<file path="src/rtl/rr_arb_pkg.sv">
// Shared types, sizes and the index-to-one-hot helper for the 8-way round-robin arbiter.
package rr_arb_pkg;

    localparam int N     = 8;
    localparam int IDX_W = 3;

    typedef enum logic [1:0] {
        IDLE  = 2'd0,
        GRANT = 2'd1,
        GAP   = 2'd2
    } state_t;

    function automatic logic [N-1:0] decode_idx(input logic [IDX_W-1:0] idx);
        logic [N-1:0] onehot;
        onehot      = '0;
        onehot[idx] = 1'b1;
        return onehot;
    endfunction

endpackage

</file>
<file path="src/rtl/rr_arbiter8_if.sv">
// Request/grant bundle between the requesters (master) and the arbiter (slave).
interface rr_arbiter8_if;
    import rr_arb_pkg::*;

    logic [N-1:0]     req;
    logic [N-1:0]     gnt;
    logic [IDX_W-1:0] gnt_idx;
    logic             gnt_valid;
    logic             preempt;

    modport master (
        output req,
        input  gnt,
        input  gnt_idx,
        input  gnt_valid,
        input  preempt
    );

    modport slave (
        input  req,
        output gnt,
        output gnt_idx,
        output gnt_valid,
        output preempt
    );

endinterface

</file>
<file path="src/rtl/rr_pick.sv">
// Rotating priority encoder: first set request at or after ptr, wrapping modulo N.
module rr_pick
    import rr_arb_pkg::*;
(
    input  logic [N-1:0]     req,
    input  logic [IDX_W-1:0] ptr,
    output logic             found,
    output logic [IDX_W-1:0] idx
);

    logic [N-1:0]     rot;
    logic [IDX_W-1:0] off;

    // rot[k] is the request k positions after ptr; index arithmetic wraps naturally in IDX_W bits
    generate
        for (genvar gi = 0; gi < N; gi++) begin : g_rot
            assign rot[gi] = req[ptr + IDX_W'(gi)];
        end
    endgenerate

    always_comb begin
        off = '0;
        for (int i = N - 1; i >= 0; i--) begin
            if (rot[i]) begin
                off = IDX_W'(i);
            end
        end
    end

    assign found = |rot;
    assign idx   = ptr + off;

endmodule

</file>
<file path="src/rtl/rr_arbiter8.sv">
// Round-robin arbiter for 8 requesters with a one-cycle turnaround gap and bounded tenure.
module rr_arbiter8
    import rr_arb_pkg::*;
#(
    parameter int MAX_HOLD = 16
) (
    input  logic          clk,
    input  logic          rst,
    rr_arbiter8_if.slave  bus
);

    localparam int                HOLD_W    = $clog2(MAX_HOLD);
    localparam logic [HOLD_W-1:0] HOLD_LAST = HOLD_W'(MAX_HOLD - 1);

    state_t            state_reg,     state_next;
    logic [IDX_W-1:0]  ptr_reg,       ptr_next;
    logic [IDX_W-1:0]  gnt_idx_reg,   gnt_idx_next;
    logic [N-1:0]      gnt_reg,       gnt_next;
    logic              gnt_valid_reg, gnt_valid_next;
    logic [HOLD_W-1:0] hold_cnt_reg,  hold_cnt_next;
    logic              preempt_reg,   preempt_next;

    logic              pick_found;
    logic [IDX_W-1:0]  pick_idx;
    logic              others_pending;

    rr_pick u_pick (
        .req   (bus.req),
        .ptr   (ptr_reg),
        .found (pick_found),
        .idx   (pick_idx)
    );

    assign others_pending = |(bus.req & ~decode_idx(gnt_idx_reg));

    always_ff @(posedge clk or posedge rst) begin
        if (rst) begin
            state_reg     <= IDLE;
            ptr_reg       <= '0;
            gnt_idx_reg   <= '0;
            gnt_reg       <= '0;
            gnt_valid_reg <= 1'b0;
            hold_cnt_reg  <= '0;
            preempt_reg   <= 1'b0;
        end else begin
            state_reg     <= state_next;
            ptr_reg       <= ptr_next;
            gnt_idx_reg   <= gnt_idx_next;
            gnt_reg       <= gnt_next;
            gnt_valid_reg <= gnt_valid_next;
            hold_cnt_reg  <= hold_cnt_next;
            preempt_reg   <= preempt_next;
        end
    end

    always_comb begin
        state_next     = state_reg;
        ptr_next       = ptr_reg;
        gnt_idx_next   = gnt_idx_reg;
        gnt_next       = gnt_reg;
        gnt_valid_next = gnt_valid_reg;
        hold_cnt_next  = hold_cnt_reg;
        preempt_next   = 1'b0;

        case (state_reg)
            IDLE, GAP: begin
                if (pick_found) begin
                    state_next     = GRANT;
                    gnt_idx_next   = pick_idx;
                    gnt_next       = decode_idx(pick_idx);
                    gnt_valid_next = 1'b1;
                    hold_cnt_next  = '0;
                end else begin
                    state_next = IDLE;
                end
            end

            GRANT: begin
                // Voluntary release outranks preemption so preempt never fires on a leaving owner
                if (!bus.req[gnt_idx_reg]) begin
                    state_next     = GAP;
                    gnt_next       = '0;
                    gnt_valid_next = 1'b0;
                    ptr_next       = gnt_idx_reg + IDX_W'(1);
                end else if (hold_cnt_reg == HOLD_LAST && others_pending) begin
                    state_next     = GAP;
                    gnt_next       = '0;
                    gnt_valid_next = 1'b0;
                    preempt_next   = 1'b1;
                    ptr_next       = gnt_idx_reg + IDX_W'(1);
                end else if (hold_cnt_reg != HOLD_LAST) begin
                    hold_cnt_next = hold_cnt_reg + HOLD_W'(1);
                end
            end

            default: begin
                state_next     = IDLE;
                gnt_next       = '0;
                gnt_valid_next = 1'b0;
            end
        endcase
    end

    assign bus.gnt       = gnt_reg;
    assign bus.gnt_idx   = gnt_idx_reg;
    assign bus.gnt_valid = gnt_valid_reg;
    assign bus.preempt   = preempt_reg;

endmodule
</file>
<file path="src/flat_wrapper.sv">
// flat-port wrapper written by rule: the top's interface ports become plain ports
module rr_arbiter8_flat import rr_arb_pkg::*;
#(
    parameter int MAX_HOLD = 16
)
  (clk, rst, bus_req, bus_gnt, bus_gnt_idx, bus_gnt_valid, bus_preempt);
  rr_arbiter8_if bus_i ();
  input  logic clk;
  input  logic rst;
  input wire logic [$bits(bus_i.req)-1:0] bus_req;
  output wire logic [$bits(bus_i.gnt)-1:0] bus_gnt;
  output wire logic [$bits(bus_i.gnt_idx)-1:0] bus_gnt_idx;
  output wire logic [$bits(bus_i.gnt_valid)-1:0] bus_gnt_valid;
  output wire logic [$bits(bus_i.preempt)-1:0] bus_preempt;
  assign bus_i.req = bus_req;
  assign bus_gnt = bus_i.gnt;
  assign bus_gnt_idx = bus_i.gnt_idx;
  assign bus_gnt_valid = bus_i.gnt_valid;
  assign bus_preempt = bus_i.preempt;
  rr_arbiter8 #(.MAX_HOLD(MAX_HOLD)) u_core (.clk(clk), .rst(rst), .bus(bus_i));
endmodule
</file>
<file path="config.mk">
export PLATFORM = sky130hd
export DESIGN_NAME = rr_arbiter8_flat
export DESIGN_NICKNAME = d
export VERILOG_FILES = /design/src/rtl/rr_arb_pkg.sv /design/src/rtl/rr_arbiter8_if.sv /design/src/rtl/rr_pick.sv /design/src/rtl/rr_arbiter8.sv /design/src/flat_wrapper.sv
export SDC_FILE = /design/constraint.sdc
export NUM_CORES = 1
export LEC_CHECK = 0
export BUFFER_PORTS_ARGS = -buffer_cell sky130_fd_sc_hd__buf_4
export CORE_ASPECT_RATIO = 0.6
export CORE_MARGIN = 3
export CORE_UTILIZATION = 58
export DETAILED_ROUTE_END_ITERATION = 7
export HOLD_SLACK_MARGIN = 0.06
export MAX_ROUTING_LAYER = met4
export PLACE_DENSITY_LB_ADDON = 0.12
export SKIP_LAST_GASP = 1
export SYNTH_ARGS = -nofsm -noshare
export SYNTH_HDL_FRONTEND = slang
export SYNTH_SLANG_ARGS = --single-unit
</file>
<file path="constraint.sdc">
create_clock -name clk -period 4.8 [get_ports clk]
set_clock_uncertainty 0.1 [all_clocks]
set_input_delay 0.24 -clock clk [delete_from_list [all_inputs] [get_ports clk]]
set_output_delay 0.24 -clock clk [all_outputs]
set_load 0.01 [all_outputs]
</file>
### Yosys cells after proc, flatten, opt, wreduce, memory -nomap -nowiden

Cells that the tools add are included.

| operators by class | value |
|---|---|
| add/sub/neg operators | 10 |
| magnitude comparators | 12 |
| equal/unequal tests | 10 |
| multiplexer cells | 52 |
| bitwise operators | 2 |
| reductions and logical operators | 12 |

Operators with widths:

| operator | number |
|---|---|
| 3-bit by 4-bit < comparator with 1-bit output, second input constant | 10 |
| 3-bit 2-to-1 mux | 10 |
| 1-bit binary-select mux with 3-bit select | 9 |
| 8-bit 2-to-1 mux | 3 |
| 1-bit 2-to-1 mux | 18 |
| 4-bit 2-to-1 mux | 4 |
| 8-bit case mux with 2 select lines | 1 |
| 8-bit OR reduction | 2 |
| 3-bit adder, second input constant | 4 |
| 8-bit bitwise AND | 1 |
| 8-bit inverter | 1 |
| 4-bit case mux with 2 select lines | 1 |
| 3-bit by 1-bit adder with 3-bit output, second input constant | 2 |
| 3-bit by 2-bit adder with 3-bit output, second input constant | 2 |
| 1-bit demux with 3-bit select | 2 |
| 3-bit by 1-bit >= comparator with 1-bit output, second input constant | 2 |
| 2-bit by 1-bit inequality test with 1-bit output, second input constant | 3 |
| 2-bit AND reduction | 3 |
| 5-bit AND reduction | 1 |
| 4-bit by 1-bit adder with 4-bit output, second input constant | 1 |
| 4-bit equality test, second input constant | 1 |
| 2-bit 2-to-1 mux | 2 |
| 2-bit inequality test, second input constant | 2 |
| 4-bit inequality test, second input constant | 1 |
| other kinds (10) | 12 |

| storage, ports and cells | value |
|---|---|
| register bits after elaboration | 22 |
| input bits | 10 |
| output and inout bits | 13 |
| word-level logic and storage cells | 105 |

### Depth between registers and ports, before layout

Gate-level depths: netlist of run 1.

| depth | value |
|---|---|
| depth in word-level cells | 18 |
| depth in mapped cells | 18 |
| gate-level depth less buffers | 16 |

### Hierarchy

A second synthesis of run 1 with hierarchy kept.

| unflattened totals | value |
|---|---|
| cell total of the unflattened synthesis | 160 |
| area total of the unflattened synthesis | 1,770.4 um2 |

By module, submodules not included:

| module | times used | cells an instance | area each (um2) | sequential area each (um2) |
|---|---|---|---|---|
| rr_arbiter8 | 1 | 97 | 1,143.6 | 550.5 |
| rr_pick | 1 | 63 | 626.9 | 0.0 |

### Worst setup path after synthesis of run 1

OpenSTA, ideal clock, no wires.

| timing | value |
|---|---|
| path kind | register -> register |
| start | register u_core.ptr_reg[1] |
| end | register u_core.gnt_idx_reg[2], in the netlist u_core.bus.gnt_idx[2] |
| library setup time | 133 ps |
| data arrival time | 3,698 ps |
| data required time | 4,567 ps |
| slack | 868 ps |
| stages on the path, launching flop included | 18 |
| path buffers | 2 |
| period minus slack after synthesis | 3,932 ps |
| cells stage by stage | dfrtp_1 > clkbuf_1 > inv_1 > ha_1 > buf_6 > mux4_2 > mux2_2 > nor2b_1 > o21ai_1 > a21oi_1 > ha_1 > inv_1 > fa_1 > xnor2_1 > and2_1 > a221o_1 > a31oi_2 > o21ai_1 |

| on the way | value |
|---|---|
| longest elaborated chain between the ends | 12 |
| elaborated cells between the ends (all ways) | 34 |
| those cells by class | add/sub: 8; mux: 24; reduce/logical: 2 |

Ends and longest elaborated chain:

| item | line | text |
|---|---|---|
| from (decl) | rr_arbiter8.sv:16 | `logic [IDX_W-1:0] ptr_reg, ptr_next;` |
| from (signal assigned) | rr_arbiter8.sv:47 | `ptr_reg <= ptr_next;` |
| 3-bit adder | rr_pick.sv:17 | `assign rot[gi] = req[ptr + IDX_W'(gi)];` |
| 1-bit binary-select mux with 3-bit select | rr_pick.sv:17 |  |
| 1-bit 2-to-1 mux (not written as such) | rr_pick.sv:17 |  |
| 3-bit 2-to-1 mux (8 in a row) | rr_pick.sv:24 | `if (rot[i]) begin` |
| 3-bit adder | rr_pick.sv:31 | `assign idx = ptr + off;` |
| to (signal assigned) | rr_arbiter8.sv:48 | `gnt_idx_reg <= gnt_idx_next;` |
| to (decl) | rr_arbiter8.sv:17 | `logic [IDX_W-1:0] gnt_idx_reg, gnt_idx_next;` |

Several ways; a longest one is shown, not always the timed one. The select of a mux whose other input is x is not followed.
A chain may end at the register's enable or synchronous reset.

### Worst setup path after layout of run 1

Same ends and word-level chain as after synthesis.

==> results of run 1 <==
## Yosys cell counts, types with 4 or more instances
| cell type | count | area share [%] |
|---|---|---|
| a21oi_1 | 7 | 1.9 |
| clkbuf_1 | 5 | 0.99 |
| dfrtp_1 | 22 | 29 |
| ha_1 | 5 | 3.3 |
| inv_1 | 8 | 1.6 |
| mux2_2 | 5 | 3.0 |
| mux2i_1 | 7 | 3.7 |
| mux4_2 | 13 | 15 |
| nand2_1 | 8 | 1.6 |
| nand2b_1 | 4 | 1.3 |
| nor2_1 | 14 | 2.8 |
| nor2b_1 | 6 | 2.0 |
| nor3_1 | 7 | 1.9 |
| o21ai_1 | 5 | 1.3 |
| o2bb2ai_1 | 9 | 4.2 |
| xnor2_1 | 4 | 1.9 |
## critical path: stages, from the launching register on
cell	delay, ns
dfrtp_1	0.55
inv_1	0.18
ha_1	0.48
mux4_2	0.56
mux2i_1	0.23
and2_1	0.27
o32ai_1	0.13
a32oi_1	0.28
fa_1	0.32
xnor2_1	0.16
and2_1	0.24
a221o_1	0.36
a31oi_2	0.28
o21ai_1	0.12
## area by class of cell
type | instances | area, um^2
Sequential cell | 22 | 550.5
Inverter | 9 | 33.78
Timing Repair Buffer | 23 | 172.7
Fill cell | 219 | 900.9
Tap cell | 42 | 52.55
Multi-Input combinational cell | 137 | 1232
Clock buffer | 3 | 41.29
## kinds of logic (layout without fill, tap and decap cells)
| kind of cell | Yosys count | after routing | share of synthesized area [%] |
|---|---|---|---|
| buffers and inverters | 21 | 35 | 5.754 |
| muxes | 26 | 26 | 22.95 |
| and+or+nand+nor | 60 | 60 | 18.45 |
| adders and majority gates | 6 | 6 | 4.365 |
| AOI/OAI and AO/OA | 39 | 39 | 16.60 |
| DFF | 22 | 22 | 29.10 |
| xor gates and xnor gates | 6 | 6 | 2.778 |
## stage by stage
stage,std cells,cell area [um^2]
2_1_floorplan,180,1892
3_3_place_gp,233,2042
3_5_place_dp,233,2042
4_1_cts,236,2083
5_1_grt,236,2083
6_report,236,2083
## final timing paths
| path | start | endpoint |
|---|---|---|
| max reg2reg | u_core.ptr_reg[1] | u_core.bus.gnt_idx[2] |
| min in group clk | u_core.bus.gnt[2] | u_core.bus.gnt[2] |
| max in group asynchronous | rst | u_core.ptr_reg[1] |
| max | u_core.ptr_reg[1] | u_core.bus.gnt_idx[2] |
| min | rst | u_core.bus.gnt[1] |
| min reg2reg | u_core.bus.gnt[2] | u_core.bus.gnt[2] |
## per-layer routing
metal	track usage [%]	part of all wire, %
met5	-	0
met1	35.94	45
met3	5.018	8.4
met4	3.371	1.4
met2	33.24	45
==> flow_summary.yaml, run 1 <==
die:
  ios: 23
  die_x_um: 79.73
  initial_core_util_pct: 63.40
  fp.dieArea_um2: 4006
  row_count: 15
  core_area_um2: 2984
  die_h_um: 50.24
yosys:
  synthCells: 180
  synth_area_um2: 1892
  async_flop_share_pct: 100.0
  ys_dominant_reg_cell: "dfrtp_1"
  ys_types: 50
  yosys_warnings: 0
  synth.avg_cell_area_um2: 10.51
  ys_ff_latch: 22
  synth_edf_count: 0
  ys_seq_area_share_pct: 29.10
  synth_fp_nets: 196
cts:
  cts_made_buffers: 3
  cts-root-buf: "clkbuf_8"
  cts.path.max_buffers: 2
  cts_setup_buffers: 0
  cts_resized: 0
  cts.htree.levels: 1
  hold_buffers: 0
  cts.sinks: 22
  worstSkewPairLatency_ns: 0.26
  path_clk_slew_ns: 0.07
  cts_tree: "built"
global_route:
  grt_pass1_vias: 1402
  antenna_found_initial: 0
  grt_pass1_wl_um: 7162
  grt-ovfl-total: 0
  grt_usage_pct: 23.64
  grt_max_degree: 23
cells_and_area:
  area_growth_pct: 10.12
  final_cell_mix: "buf_4 (23), dfrtp_1 (22), nor2_1 (14)"
  mostFrequentLayoutCell: "buf_4"
  postLayoutCoreUtil_pct: 69.81
  layout.nets: 212
  largest_reg_flops: 8
  drive_above_1_share_pct: 27.84
  antenna_cells: 0
drt:
  ant_nets: 0
  via_count: 1576
  vias_per_cell: 6.678
  drt_iter0_markers: 177
  drc: 0
  wl_per_cell_um: 18.51
  wirelength_um: 4369
  drt-pass1-iter-count: 4
timing:
  setup-tns-final_ns: 0
  layout_min_cycle_time_ns: 4.390
  hold_slack_ns: 0.03670
  rsz0062_at_grt: "false"
  fmax_mhz: 227.8
  fin_crit_sh_pct: 91.47
  drv_slew: 0
  timing.final.ws_setup_ns: 0.4095
  max-slew-margin-rel_pct: 46.24
  setup_viol_count_final: 0
  hold_viol: 0
  tightest_slew_ns: 0.8056
job:
  cap_violations: 0
critical_path:
  worstSetupPathType: "flop to flop"
  rrSetupSlack_ns: 0.41
  end_kind: "flop"
  startpoint_type: "flop"
  critPathRequiredTime_ns: 4.83
  worst_ep_arrival_time_ns: 4.42
  rr_worst_depth: 13
  crit_fanout: 9
place:
  dp_worst_setup_slack_ns: 0.5173
  place.gp.congestion: 0.8587
  place_hpwl_um: 3251
  port_buffers: 22
min_path:
  min_path_type: "primary input to async pin"
outcome:
  status: "finished clean"
Power of run 1 is not shown: default switching activity piles up to over one toggle a cycle in this logic, so the estimate is an artifact.
==> run 2, diff against run 1 <==
==> constraint.sdc (replaced) <==
create_clock -name clk -period 4.8 [get_ports clk]
set_clock_uncertainty 0.1 [all_clocks]
set_input_delay 0.96 -clock clk [delete_from_list [all_inputs] [get_ports clk]]
set_output_delay 0.96 -clock clk [all_outputs]
set_load 0.01 [all_outputs]
==> run 2 against run 1 <==
Compared with the run above:
- non-clock buffer count unchanged
- sequential share of layout area decreased by 0.17 points
- cell area increased by 0.66%
- clock-buffer cell count increased by 1
- utilization increased by 0.46 points
- flip-flop and latch count unchanged
- die area unchanged
- largest cell class unchanged
==> flow_summary.yaml, run 2 (synthesis results as in run 1) <==
place:
  port_buffers: 22
  dp_worst_setup_slack_ns: 0.4337
  place.gp.congestion: 0.8294
  place_hpwl_um: 3283
  placed_area_um2: 2042
timing:
  setup-tns-final_ns: 0
  timing.final.ws_setup_ns: 0.4660
  tightest_slew_ns: 0.8117
  drv_slew: 0
  rsz0062_at_grt: "false"
  fin_crit_sh_pct: 90.29
  setup_viol_count_final: 0
  layout_min_cycle_time_ns: 4.334
  fmax_mhz: 230.7
  max-slew-margin-rel_pct: 45.83
  hold_viol: 0
power_and_ir_drop:
  p_leak_nw: 0.8738
  p_int_mw: 0.9385
  power_frac_seq_pct: 21.3
  pwr-share-comb_pct: 71.4
  power.density_nw_per_um2: 853.1
  total_power_mw: 1.789
  switchingPower_mw: 0.8505
  vdd_drop_max_mv: 0.3644
  netSwitchingFraction_pct: 47.54
  p_clk_share_pct: 7.3
global_route:
  grt_usage_pct: 24.94
  grt_pass1_vias: 1419
  grt_pass1_wl_um: 7417
  antenna_found_initial: 0
  grt-ovfl-total: 0
  grt_max_degree: 23
critical_path:
  timing.rr.start: "u_core.ptr_reg[1]"
  end_kind: "flop"
  critPathRequiredTime_ns: 4.83
  worst_ep_arrival_time_ns: 4.37
  rr_worst_depth: 15
  r2r_end: "u_core.bus.gnt_idx[2]"
  worstSetupPathType: "flop to flop"
  crit_fanout: 9
  rrSetupSlack_ns: 0.47
  crit_path_start: "u_core.ptr_reg[1]"
  startpoint_type: "flop"
  endpoint: "u_core.bus.gnt_idx[2]"
drt:
  wl_per_cell_um: 18.44
  vias_per_cell: 6.363
  drt-pass1-iter-count: 4
  drt_iter0_markers: 130
  wirelength_um: 4370
  ant_nets: 0
  via_count: 1508
  drc: 0
job:
  cap_violations: 0
cells_and_area:
  mostFrequentLayoutCell: "buf_4"
  drive_above_1_share_pct: 28.21
  postLayoutCoreUtil_pct: 70.27
  largest_reg_flops: 8
  area_growth_pct: 10.85
  final_cell_mix: "buf_4 (23), dfrtp_1 (22), nor2_1 (14)"
  n_fill_cell: 225
  layout.nets: 212
  fin_area_um2: 2097
  antenna_cells: 0
outcome:
  status: "finished clean"
die:
  row_count: 15
  ios: 23
  initial_core_util_pct: 63.40
  core_area_um2: 2984
  fp.dieArea_um2: 4006
  die_h_um: 50.24
  die_x_um: 79.73
cts:
  cts.path.max_buffers: 2
  worstSkewPairLatency_ns: 0.26
  cts_resized: 0
  path_clk_slew_ns: 0.08
  cts_made_buffers: 3
  cts-root-buf: "clkbuf_8"
  cts.sinks: 22
  cts_tree: "built"
  hold_buffers: 0
  cts_setup_buffers: 0
  cts.htree.levels: 1
min_path:
  min_path_type: "flop to flop"
==> run 2: cell count changes in the layout (fill, tap and decap cells not counted) <==
cell,before,now
clkbuf_8,3,4
==> run 2: metal layers <==
layer	vias to the layer above	track usage, %	share of wire, %
li1	716	-	-
met4	0	7.584	1.1
met3	4	4.480	5.4
met5	-	-	0
met1	743	37.47	50
met2	45	34.35	44
==> run 2: power by group through the flow <==
stage	Sequential [mW]	Clock, mW	Combinational (mW)
global placement	0.371	0	1.23
CTS	0.376	0.136	1.27
global route	0.396	0.141	1.41
floorplan	0.304	0	1.10
detailed placement	0.380	0	1.27
finish	0.380	0.131	1.28
==> run 2: worst min path at each step <==
stage,startpoint,to,slack [ns],depth (start not counted)
3_3_place_gp,u_core.bus.gnt[0],u_core.bus.gnt[0],0.37,1
5_1_grt,u_core.bus.gnt[0],u_core.bus.gnt[0],0.42,1
3_5_place_dp,u_core.bus.gnt[0],u_core.bus.gnt[0],0.38,1
6_report,u_core.bus.gnt[1],u_core.bus.gnt[1],0.40,1
4_1_cts,u_core.bus.gnt[1],u_core.bus.gnt[1],0.40,1
2_1_floorplan,u_core.hold_cnt_reg[1],u_core.hold_cnt_reg[1],0.40,1
==> run 2: area by class of cell <==
cell class / count / area [um^2] / area share [%]
Tap cell: 42 / 52.55 / 2.506
Inverter: 9 / 33.78 / 1.611
Clock buffer: 4 / 55.05 / 2.625
Sequential cell: 22 / 550.5 / 26.25
Multi-Input combinational cell: 137 / 1232 / 58.77
Timing Repair Buffer: 23 / 172.7 / 8.234
==> run 2: worst max-delay path: stages, from the launching register on <==
cell,delay [ns]
dfrtp_1,0.57
inv_1,0.18
ha_1,0.48
mux4_2,0.56
mux2_2,0.32
nor2b_1,0.14
o21ai_1,0.12
a21oi_1,0.09
ha_1,0.18
inv_1,0.06
fa_1,0.25
xnor2_1,0.13
and2_1,0.22
a221o_1,0.36
a31oi_2,0.30
o21ai_1,0.12
==> run 2: per-stage QoR <==
stage | hold slack, ns | std cells
final | 0.3953 | 237
after global routing | 0.4178 | 237
after CTS | 0.4010 | 237
after detailed placement | 0.3823 | 233
after global placement | 0.3738 | 233
after floorplan | 0.4019 | 180
Power figures use the tool's default switching activity.
==> run 3, diff against run 2 <==
CAP_MARGIN = 20   (was not set)
SYNTH_HIERARCHICAL = 1   (was not set)
==> run 3 against run 2 <==
Compared with the run above:
- utilization increased by 4.1 points
- non-clock buffer count fell by 1
- highest routed layer unchanged
- critical endpoint is now u_core/bus.gnt[2]
- largest power group unchanged
- fmax fell by 4.2%
- clock-buffer cell count decreased by 1
==> flow_summary.yaml, run 3 <==
outcome:
  status: "finished clean"
cts:
  cts.sinks: 22
  cts_setup_buffers: 0
  path_clk_slew_ns: 0.08
  cts-root-buf: "clkbuf_8"
  cts.path.max_buffers: 2
  worstSkewPairLatency_ns: 0.26
  cts_made_buffers: 3
  hold_buffers: 0
  cts.htree.levels: 1
  cts_tree: "built"
job:
  cap_violations: 0
timing:
  fin_crit_sh_pct: 94.24
  hold_viol: 0
  rsz0062_at_grt: "false"
  timing.final.ws_setup_ns: 0.2762
  drv_slew: 0
  layout_min_cycle_time_ns: 4.524
  tightest_slew_ns: 0.8178
  setup_viol_count_final: 0
  fmax_mhz: 221.1
  max-slew-margin-rel_pct: 45.42
  hold_slack_ns: 0.3844
  setup-tns-final_ns: 0
drt:
  drt-pass1-iter-count: 4
  wl_per_cell_um: 19.91
  drt_iter0_markers: 82
  drc: 0
  vias_per_cell: 6.564
  ant_nets: 0
  wirelength_um: 4380
  via_count: 1444
cells_and_area:
  final_cell_mix: "buf_4 (22), dfrtp_1 (22), mux2i_1 (15)"
  largest_reg_flops: 8
  drive_above_1_share_pct: 25.56
  fin_area_um2: 2007
  layout.nets: 197
  layout.cells.non_filler: 220
  antenna_cells: 0
  area_growth_pct: 13.36
place:
  place.gp.congestion: 0.8184
  placed_area_um2: 1929
  dp_cells: 216
  dp_worst_setup_slack_ns: 0.3689
  port_buffers: 22
  place_hpwl_um: 3211
critical_path:
  critical_path.top_delay_family: "adder cells"
  timing.rr.start: "u_core/ptr_reg[0]"
  worst_ep_arrival_time_ns: 4.58
  cpMaxStageDelayCell: "dfrtp_1"
  critPathRequiredTime_ns: 4.86
  crit_top_cell: "ha_1"
  crit_fanout: 12
  startpoint_type: "flop"
  rrSetupSlack_ns: 0.28
  worstSetupPathType: "flop to flop"
  r2r_end: "u_core/bus.gnt[2]"
  end_kind: "flop"
  crit_buf_inv: 2
  crit_path_max_incr_delay_ns: 0.62
  rr_worst_depth: 15
  crit_chain: "inv_2 > ha_1 > mux2i_1 > mux4_2 > or3_1 > o211ai_1 > a31oi_1 > a311oi_1 > ha_1 > inv_1 > fa_1 > xnor2_1 > nand2b_1 > nor3_1 > a21o_1"
min_path:
  min_path_cells: 1
  min_to: "u_core/bus.gnt[2]"
  min_path_type: "flop to flop"
  min_from: "u_core/bus.gnt[2]"
yosys:
  ys_seq_area_share_pct: 31.10
  synth_fp_nets: 176
  synthMostInstantiatedCell: "dfrtp_1"
  yosys_warnings: 6
  ys_ff_latch: 22
  synthCells: 160
  ys_top_cells_by_area: "dfrtp_1 (31%), mux4_1 (8.9%), mux2i_1 (8.5%)"
  ys_top_cells_by_count: "dfrtp_1 (22), mux2i_1 (15), nand2_1 (14)"
  ys_dominant_reg_cell: "dfrtp_1"
  ys_types: 57
  synth_top_area_cell: "dfrtp_1"
  synth_top_area_share_pct: 31.10
  synth.avg_cell_area_um2: 11.07
  synth_edf_count: 0
  async_flop_share_pct: 100.0
  synth_area_um2: 1770
global_route:
  grt_max_degree: 23
  antenna_found_initial: 0
  grt_usage_pct: 24.77
  grt_pass1_vias: 1438
  grt-ovfl-total: 0
  grt_pass1_wl_um: 7189
die:
  ios: 23
  row_count: 14
  fp.dieArea_um2: 3773
  die_h_um: 48.80
  core_area_um2: 2698
  die_x_um: 77.33
  initial_core_util_pct: 65.63
power_and_ir_drop:
  p_leak_nw: 0.9437
  power.density_nw_per_um2: 807.5
  vdd_drop_max_mv: 0.3292
==> run 3: cell types whose count changed after synthesis, moves of 4 or more <==
cell       previous run  this run
o2bb2ai_1             9         3
a21oi_1               7         2
clkbuf_1              5         1
mux4_1                0         6
nand2_1               8        14
mux2i_1               7        15
nor2_1               14         3
mux4_2               13         1
o21ai_1               5         0
==> run 3: where the power goes <==
group	switching, mW	internal, mW
clock	0.0600	0.111
combinational	0.599	0.502
sequential	0.103	0.246
total	0.762	0.859
==> run 3: final cells by class <==
class                   count  area, um^2
clock buffers               3       41.29
multi-input cells         123        1136
fillers                   206       690.7
well taps                  40       50.05
clock inverters             1       30.03
flip-flops and latches     22       550.5
repair buffers             22       165.2
inverters                   9       33.78
==> run 3: per-stage QoR <==
stage / power [mW] / utilization [%]
after floorplan: 1.202 / -
after global placement: 1.353 / 71.52
after detailed placement: 1.414 / 71.52
after CTS: 1.595 / 74.17
after global routing: 1.746 / 74.40
final: 1.621 / 74.40
==> run 3: logic make-up after synthesis <==
family	synth area share [%]
buffers and inverters	5.087
XOR/XNOR	1.979
AND/OR/NAND/NOR	16.11
adder cells (fa/ha/maj)	5.300
multiplexers	26.29
flip-flops	31.10
AO/OA/AOI/OAI	14.13
==> run 3: timing repair <==
item                                    CTS  global route
endpoints found under the setup margin    0             2
gates resized for setup                   0             1
hold endpoints to repair                  0             0
==> run 3: worst max path at each step <==
stage                     slack (ns)              start  cells past startpoint           endpoint
after floorplan                 0.97  u_core/ptr_reg[0]                     16  u_core/bus.gnt[1]
after global placement          0.59  u_core/ptr_reg[0]                     14  u_core/bus.gnt[1]
after detailed placement        0.37  u_core/ptr_reg[0]                     15  u_core/bus.gnt[2]
after CTS                       0.34  u_core/ptr_reg[0]                     14  u_core/bus.gnt[2]
after global routing            0.03  u_core/ptr_reg[0]                     14  u_core/bus.gnt[1]
final                           0.28  u_core/ptr_reg[0]                     15  u_core/bus.gnt[2]
==> run 3: worst register-to-register path, delay by kind of cell (launching register included) <==
family / cells / cell delay [ns]
buffers and inverters: 2 / 0.20
AOI/OAI and AO/OA: 4 / 0.63
DFF: 1 / 0.62
adders and majority gates: 3 / 1.18
and+or+nand+nor: 3 / 0.59
muxes: 2 / 0.68
xor gates and xnor gates: 1 / 0.43
==> run 3: per-layer routing <==
metal  vias up  routed length, um  track usage [%]  share of wire, %
met3        18                306            5.535               7.0
li1        652                  -                -                 -
met5         -                  0                -                 0
met4         0                123            6.805               2.8
met1       699               1940            32.90                44
met2        75               2009            38.54                46
